## src/rtl/mole_pkg.sv

```systemverilog
// Shared constants for the whack-a-mole core: state encoding, level thresholds
// and the LFSR polynomial/seed.
package mole_pkg;

  localparam logic [1:0] ST_IDLE = 2'd0;
  localparam logic [1:0] ST_GAP  = 2'd1;
  localparam logic [1:0] ST_UP   = 2'd2;

  localparam int unsigned LVL_T0 = 2;
  localparam int unsigned LVL_T1 = 5;
  localparam int unsigned LVL_T2 = 10;

  // Galois right-shift mask for x^8+x^6+x^5+x^4+1
  localparam logic [7:0] LFSR_POLY = 8'hB8;
  localparam logic [7:0] LFSR_SEED = 8'h01;

  function automatic logic [1:0] level_of(input logic [31:0] s);
    if (s <= LVL_T0)      return 2'd0;
    else if (s <= LVL_T1) return 2'd1;
    else if (s <= LVL_T2) return 2'd2;
    else                  return 2'd3;
  endfunction

endpackage

```

## src/rtl/mole_lfsr.sv

```systemverilog
// 8-bit Galois LFSR used to pick the next mole; advances while enable is high.
module mole_lfsr
  import mole_pkg::*;
(
  input  logic       clock,
  input  logic       reset,
  input  logic       enable,
  output logic [7:0] value
);

  logic [7:0] value_q, value_d;

  always_comb begin
    value_d = value_q;
    if (enable) value_d = (value_q >> 1) ^ (value_q[0] ? LFSR_POLY : 8'h00);
  end

  always_ff @(posedge clock) begin
    if (reset) value_q <= LFSR_SEED;
    else       value_q <= value_d;
  end

  assign value = value_q;

endmodule

```

## src/rtl/mole_game_core.sv

```systemverilog
// Whack-a-mole game core: IDLE/GAP/UP round sequencing, scoring and levels.
// Optional wrong-button penalty is enabled by defining MOLE_GAME_PENALTY_EN.
module mole_game_core
  import mole_pkg::*;
#(
  parameter int unsigned NUM_MOLES  = 3,
  parameter int unsigned SCORE_W    = 8,
  parameter int unsigned CNT_W      = 28,
  parameter int unsigned GAP_CYCLES = 150000000,
  parameter int unsigned UP_BASE    = 100000000
) (
  input  logic                 clock,
  input  logic                 reset,
  input  logic                 game,
  input  logic [NUM_MOLES-1:0] button,
  output logic [NUM_MOLES-1:0] mole,
  output logic [SCORE_W-1:0]   score,
  output logic [1:0]           level,
  output logic                 hit_pulse,
  output logic                 miss_pulse
);

  logic [1:0]           state_q, state_d;
  logic [CNT_W-1:0]     gap_cnt_q, gap_cnt_d;
  logic [CNT_W-1:0]     up_cnt_q, up_cnt_d;
  logic [NUM_MOLES-1:0] mole_q, mole_d;
  logic [SCORE_W-1:0]   score_q, score_d;
  logic                 hit_q, hit_d;
  logic                 miss_q, miss_d;
  logic [NUM_MOLES-1:0] button_q, button_d;
  logic                 game_q, game_d;
  logic                 start_q, start_d;

  logic [7:0]           lfsr_value;
  logic [7:0]           mole_idx;
  logic [NUM_MOLES-1:0] btn_rise;
  logic                 hit_edge;
  logic [CNT_W-1:0]     up_load;

  mole_lfsr u_lfsr (
    .clock  (clock),
    .reset  (reset),
    .enable (game),
    .value  (lfsr_value)
  );

  assign level    = level_of(32'(score_q));
  assign btn_rise = button & ~button_q;
  assign hit_edge = |(btn_rise & mole_q);
  assign mole_idx = lfsr_value % 8'(NUM_MOLES);
  assign up_load  = CNT_W'(UP_BASE) >> level;

  always_comb begin
    state_d   = state_q;
    gap_cnt_d = gap_cnt_q;
    up_cnt_d  = up_cnt_q;
    mole_d    = mole_q;
    score_d   = score_q;
    hit_d     = 1'b0;
    miss_d    = 1'b0;
    button_d  = button;
    game_d    = game;
    // start is registered so the IDLE->GAP move lands one cycle after the edge
    start_d   = game & ~game_q;

    if (!game) begin
      state_d = ST_IDLE;
      mole_d  = '0;
    end else begin
      case (state_q)
        ST_IDLE: begin
          if (start_q) begin
            state_d   = ST_GAP;
            gap_cnt_d = CNT_W'(GAP_CYCLES);
            score_d   = '0;
          end
        end
        ST_GAP: begin
          if (gap_cnt_q <= CNT_W'(1)) begin
            state_d  = ST_UP;
            mole_d   = NUM_MOLES'(1) << mole_idx;
            up_cnt_d = up_load;
          end else begin
            gap_cnt_d = gap_cnt_q - CNT_W'(1);
          end
        end
        ST_UP: begin
          if (hit_edge) begin
            state_d   = ST_GAP;
            gap_cnt_d = CNT_W'(GAP_CYCLES);
            mole_d    = '0;
            hit_d     = 1'b1;
            if (score_q != '1) score_d = score_q + SCORE_W'(1);
          end else if (up_cnt_q <= CNT_W'(1)) begin
            state_d   = ST_GAP;
            gap_cnt_d = CNT_W'(GAP_CYCLES);
            mole_d    = '0;
            miss_d    = 1'b1;
          end else begin
            up_cnt_d = up_cnt_q - CNT_W'(1);
`ifdef MOLE_GAME_PENALTY_EN
            if (|(btn_rise & ~mole_q) && (score_q != '0)) score_d = score_q - SCORE_W'(1);
`endif
          end
        end
        default: begin
          state_d = ST_IDLE;
          mole_d  = '0;
        end
      endcase
    end
  end

  always_ff @(posedge clock) begin
    if (reset) begin
      state_q   <= ST_IDLE;
      gap_cnt_q <= '0;
      up_cnt_q  <= '0;
      mole_q    <= '0;
      score_q   <= '0;
      hit_q     <= 1'b0;
      miss_q    <= 1'b0;
      button_q  <= '0;
      game_q    <= 1'b0;
      start_q   <= 1'b0;
    end else begin
      state_q   <= state_d;
      gap_cnt_q <= gap_cnt_d;
      up_cnt_q  <= up_cnt_d;
      mole_q    <= mole_d;
      score_q   <= score_d;
      hit_q     <= hit_d;
      miss_q    <= miss_d;
      button_q  <= button_d;
      game_q    <= game_d;
      start_q   <= start_d;
    end
  end

  assign mole       = mole_q;
  assign score      = score_q;
  assign hit_pulse  = hit_q;
  assign miss_pulse = miss_q;

endmodule

```

## config.mk

```make
export PLATFORM = sky130hd
export DESIGN_NAME = mole_game_core
export DESIGN_NICKNAME = d
export VERILOG_FILES = /design/src/rtl/mole_pkg.sv /design/src/rtl/mole_lfsr.sv /design/src/rtl/mole_game_core.sv
export SDC_FILE = /design/constraint.sdc
export NUM_CORES = 1
export LEC_CHECK = 0
export CORE_ASPECT_RATIO = 0.9
export CORE_MARGIN = 2
export CORE_UTILIZATION = 45
export CTS_BUF_LIST = sky130_fd_sc_hd__clkbuf_16
export CTS_CLUSTER_DIAMETER = 100
export DETAILED_ROUTE_END_ITERATION = 10
export DONT_BUFFER_PORTS = 1
export GPL_TIMING_DRIVEN = 1
export HOLD_SLACK_MARGIN = 0.1
export PLACE_DENSITY = 0.61
export SETUP_SLACK_MARGIN = 0.05
export SLEW_MARGIN = 20
export SYNTH_ARGS = -nofsm -noshare
export SYNTH_HDL_FRONTEND = slang
export SYNTH_SLANG_ARGS = --single-unit
```

## constraint.sdc

```tcl
create_clock -name clock -period 6.3 [get_ports clock]
set_input_delay 1.89 -clock clock [delete_from_list [all_inputs] [get_ports clock]]
set_output_delay 1.89 -clock clock [all_outputs]
set_load 0.1 [all_outputs]
```

==> results of run 1 <==
==> per-layer routing <==
metal / global-route usage / wire length [um]
met1: 0.254 / 5030
met2: 0.327 / 4900
met3: 0.0445 / 484
met4: 0.0646 / 159
met5: 0 / 0
==> sequential cells by signal, summed over array words and instances, names as in the netlist <==
register and cells:
start_q 1, button_q 3, state_q 2, up_cnt_q 28
miss_pulse 1, mole 3, score 8, game_q 1
hit_pulse 1, u_lfsr.value 8, gap_cnt_q 28
==> logic make-up after synthesis <==
| logic type | count (synthesis) | synth area share |
|---|---|---|
| compound gates | 134 | 0.188 |
| xor+xnor | 43 | 0.0804 |
| flops | 84 | 0.359 |
| simple gates | 250 | 0.290 |
| fa+ha+maj | 10 | 0.0267 |
| mux | 6 | 0.0128 |
| buf+inv | 49 | 0.0430 |
==> worst max-delay path, stage by stage (launching register included) <==
cell	delay, ns
dfxtp_1	1.08
inv_1	0.16
ha_1	0.23
nor2_1	0.10
nand2_1	0.07
o21ai_0	0.14
nor2b_1	0.39
nor2_2	0.32
==> through the flow <==
stage | setup WS, ns | util | instance area (um2) | hold WS, ns
floorplan | 1.40 | - | 4680 | 0.368
global placement | 1.98 | 0.468 | 4770 | 0.370
detailed placement | 1.95 | 0.468 | 4770 | 0.378
CTS | 1.58 | 0.496 | 5060 | 0.386
global route | 1.40 | 0.496 | 5060 | 0.400
finish | 1.58 | 0.496 | 5060 | 0.385
==> worst paths after layout <==
path                          endpoint  slack (ns)  cells after the start
setup / recovery              level[0]        1.58                      7
hold / removal      start_q$_SDFF_PP0_        0.38                      1
setup reg to reg  mole[2]$_SDFFE_PP0P_        2.37                     14
hold reg to reg     start_q$_SDFF_PP0_        0.38                      1
==> power groups by stage <==
stage	clock network, W	logic [W]	registers [W]
detailed placement	0	0.000221	0.000592
floorplan	0	0.000197	0.000582
finish	0.000510	0.000224	0.000580
global route	0.000542	0.000254	0.000584
CTS	0.000521	0.000222	0.000580
global placement	0	0.000217	0.000591
==> cell type report <==
class | instances | area [um2]
fill | 973 | 5150
multi-input combinational | 443 | 2800
sequential | 84 | 1680
clock buffer | 9 | 225
tap | 129 | 161
timing repair buffer | 9 | 67.6
clock inverter | 7 | 60.1
inverter | 16 | 60.1
==> cells in the final DEF, fill, tap and decap left out, types with 3 or more instances in the layout <==
cell	instances
a21oi_1	39
o221a_2	4
nand3b_1	9
nor4_2	3
clkbuf_16	9
nand3_1	15
or3b_2	3
o211ai_1	3
a41oi_1	4
and4b_1	3
nand2b_1	7
nand2_1	39
and2_1	5
ha_1	10
nor2b_1	8
nor3_1	24
nor2_1	82
clkinv_2	3
o21ai_0	34
buf_4	9
a22oi_1	3
mux2i_1	6
and3_1	3
o31ai_1	5
xnor2_1	19
a2bb2oi_1	4
nand4_1	8
or4_1	6
a211oi_1	7
o21a_1	4
a31oi_1	9
xor2_1	24
a21o_1	3
dfxtp_1	84
nor4_1	7
inv_1	17
or3_1	9
==> flow_summary_export.csv, run 1 <==
group,metric,value,unit
outcome,outcome,"finished clean",
cts,cts_hold_buf,0,
setup_path,path_class,"reg -> out",
placed_design,placed_cells,681,
cts,cts_buffers,9,
synth,ys_types,65,
sta,skew,0.00757,ns
power,p_sw,0.000369,W
sta,period_needed,4.72,ns
floorplanning,die_h,101,um
finish,antennaDiodeCount,0,
power,clock_power_share,0.388,
power,p_leak,1.89,nW
sta,finalSetupTns,0,ns
synth,synthTopCellsByArea,"dfxtp_1, nor2_1, xor2_1",
cts,clk_pin_slew_worst_paths,0.06,ns
sta,period_share,0.749,
sta,hold_viol,0,
sta,finalSetupViolCount,0,
floorplanning,fp.dieW,112,um
cts,cts_resized,0,
setup_path,path_max_fanout,8,
synth,synthCells,576,
placed_design,gp_congestion,0.817,
synth,async_reset_ff_frac,0,
routing,viasPerCell,5.72,
synth,synth_edf_count,0,
floorplanning,initial_utilization,0.459,
sta,fmax,212,MHz
finish,fin_nets,579,
cts,cts_buffer_depth,2,
routing,firstDrtPassIters,6,
setup_path,end_kind,"output port",
power,combPwrFrac,0.170,
sta,slew_headroom,0.236,
power,power_frac_seq,0.442,
cts,clock_latency,0.34,ns
routing,via_count,3990,
floorplanning,io_pins,21,
cts,h-tree-depth,3,
cts,post_cts_buffers,0,
synth,synth_common_cells,"dfxtp_1, nor2_1, a21oi_1, nand2_1, o21ai_0",
routing,wl_per_cell,15.2,um
synth,ys_seq_elements,84,
setup_path,crit_required,4.41,ns
power,power_density,260,nW/um2
sta,rsz0062_at_grt,"false",
setup_path,crit_arrival,2.83,ns
synth,synth_area_per_cell,8.13,um2
global_route,grtUsageTotal,0.196,
sta,slew_viol_final,0,
routing,postRouteAntennaNets,0,
synth,netlist.area_leader.share,0.359,
sta,worst_pin_slew,1.15,ns
power,total_power,0.00131,W
setup_path,start_kind,"flop",
setup_path,crit_start,"score[1]$_SDFFE_PP0P_",
synth,syn_area,4680,um2
worst_hold_path,min_path_type,"reg -> reg",
cts,clkSinkCount,84,
finish,drive_above_1_share,0.0863,
synth,synthFlopType,"dfxtp_1",
floorplanning,die_area,11200,um2
floorplanning,core_area,10200,um2
global_route,overflow,0,
cts,cts_root_buf,"clkbuf_16",
synth,syn-num-nets,592,
synth,synth_area_leader_cell,"dfxtp_1",
global_route,antenna_found_initial,0,
finish,area_growth,8.02,%
finish,final_cells,697,
routing,drtIter0Drc,274,
synth,synth_warnings,0,
run,drv_cap,0,
routing,wirelength,10.6,mm
routing,drc,0,
synth,post-synth-top-count-cell,"dfxtp_1",
power,ir_drop,156,uV
worst_hold_path,hold_start,"game_q$_SDFF_PP0_",
placed_design,io_buffers,0,
floorplanning,rows,35,
global_route,grt_pass1_wl,18.2,mm
power,p_int,0.000946,W
cts,cts_tree,"built",
placed_design,hpwlAfterDp,7.29,mm
synth,ys_seq_area_frac,0.359,
global_route,grt_max_degree,39,
power,swShare,0.281,
setup_path,r2r-start,"u_lfsr.value[4]$_SDFFE_PP0P_",
global_route,grt_pass1_vias,3777,
(Power assumes the default switching activity.)
==> inputs of run 2 (changes only) <==
clock period = 4.9 ns   (was 6.3 ns; I/O delays follow)
==> run 2 against run 1 <==
Final cell count grew 0.43%. Via count is 1.3% higher. Utilization is 0.21 points higher. Highest routed layer unchanged.
==> flow_summary_export.csv, run 2 (synthesized netlist as in run 1, its figures left out) <==
group,metric,value,unit
setup_path,start_kind,"flop",
sta,worst_pin_slew,1.07,ns
cts,cts_hold_buf,0,
cts,cts_resized,0,
routing,firstDrtPassIters,4,
global_route,use_met3,0.0397,
routing,wl_per_cell,15.0,um
floorplanning,fp.dieW,112,um
global_route,grt.met2_usage,0.316,
placed_design,io_buffers,0,
sta,finalSetupTns,0,ns
setup_path,path_class,"reg -> out",
outcome,outcome,"finished clean",
cts,clk_pin_slew_worst_paths,0.06,ns
worst_hold_path,hold_start,"game_q$_SDFF_PP0_",
power,power_density,332,nW/um2
setup_path,r2r-start,"u_lfsr.value[4]$_SDFFE_PP0P_",
sta,skew,0.00903,ns
sta,hold_viol,0,
cts,clkSinkCount,84,
routing,via_count,4041,
finish,area_growth,8.47,%
global_route,overflow,0,
global_route,grt_pass1_vias,3654,
cts,cts_root_buf,"clkbuf_16",
routing,drtIter0Drc,274,
cts,cts_buffer_depth,2,
cts,h-tree-depth,3,
sta,fmax,255,MHz
cts,post_cts_buffers,0,
finish,fill_cells,993,
sta,rsz0062_at_grt,"false",
global_route,antenna_found_initial,0,
finish,fin_nets,582,
global_route,grtUsageTotal,0.193,
cts,cts_tree,"built",
sta,finalSetupViolCount,0,
floorplanning,io_pins,21,
cts,clock_latency,0.34,ns
routing,viasPerCell,5.77,
sta,period_needed,3.93,ns
placed_design,hpwlAfterDp,7.25,mm
sta,period_share,0.802,
global_route,grt_busiest_layer,"met2",
floorplanning,core_area,10200,um2
cts,cts_buffers,9,
power,p_leak,1.90,nW
finish,postLayoutCoreUtil,0.498,
finish,layout_commonest_cell,"dfxtp_1",
finish,reg_top3,"gap_cnt_q (28), up_cnt_q (28)",
sta,slew_headroom,0.288,
finish,final_cell_mix,"dfxtp_1, nor2_1, a21oi_1, nand2_1, o21ai_0",
floorplanning,initial_utilization,0.459,
setup_path,crit_start,"score[7]$_SDFFE_PP0P_",
setup_path,rrSetupSlack,1.13,ns
global_route,met1_usage,0.256,
global_route,grt_max_degree,39,
floorplanning,rows,35,
setup_path,end_kind,"output port",
routing,drc,0,
power,ir_drop,233,uV
finish,drive_above_1_share,0.0893,
setup_path,path_max_fanout,4,
sta,slew_viol_final,0,
floorplanning,die_area,11200,um2
floorplanning,die_h,101,um
routing,postRouteAntennaNets,0,
placed_design,gp_congestion,0.800,
routing,wirelength,10.5,mm
global_route,grt_pass1_wl,17.9,mm
setup_path,crit_required,3.43,ns
setup_path,crit_arrival,2.46,ns
finish,antennaDiodeCount,0,
run,drv_cap,0,
worst_hold_path,min_path_type,"reg -> reg",
run 2: changes by cell type in the layout (fill, tap and decap cells not counted):
cell,before,now
buf_4,9,12
clkinv_1,1,3
clkinv_2,3,2
inv_1,17,16
run 2: through the flow:
step                      hold slack (ns)  cell area, um2  setup WS (ns)  total power, W  cells
after global routing                0.392            5080          0.835         0.00178    700
final                               0.381            5080          0.972         0.00169    700
after global placement              0.374            4790           1.28         0.00104    684
after floorplan                     0.368            4680          0.421         0.00100    576
after detailed placement            0.375            4790           1.13         0.00105    684
after CTS                           0.383            5080          0.957         0.00171    700
run 2: layer usage:
| metal | part of all wire | vias up |
|---|---|---|
| met1 | 0.48 | 1912 |
| li1 | - | 2039 |
| met2 | 0.46 | 75 |
| met5 | 0 | - |
| met3 | 0.037 | 15 |
| met4 | 0.018 | 0 |
run 2: where the power goes:
group	total, W	leakage (nW)	switching [W]	internal (W)
sequential	0.000746	0.682	0.0000346	0.000711
clock	0.000653	0.141	0.000265	0.000387
combinational	0.000288	1.08	0.000171	0.000117
run 2: path summary, 6_finish.rpt:
check | cells after the start | to
worst min register to register | 1 | start_q$_SDFF_PP0_
worst max-delay path | 3 | level[1]
worst min-delay path | 1 | start_q$_SDFF_PP0_
worst max register to register | 13 | mole[2]$_SDFFE_PP0P_
run 2: area by class of cell:
type | instances | area, um2 | area share
multi-input combinational | 443 | 2800 | 0.552
inverter | 16 | 60.1 | 0.0118
clock inverter | 7 | 58.8 | 0.0116
tap | 129 | 161 | 0.0318
sequential | 84 | 1680 | 0.331
timing repair buffer | 12 | 90.1 | 0.0177
clock buffer | 9 | 225 | 0.0443
run 2: critical path, stage by stage, from the launching register on:
cell and delay [ns]:
dfxtp_1 0.67, or4_1 0.72, nor2_1 0.13, nand2_1 0.59
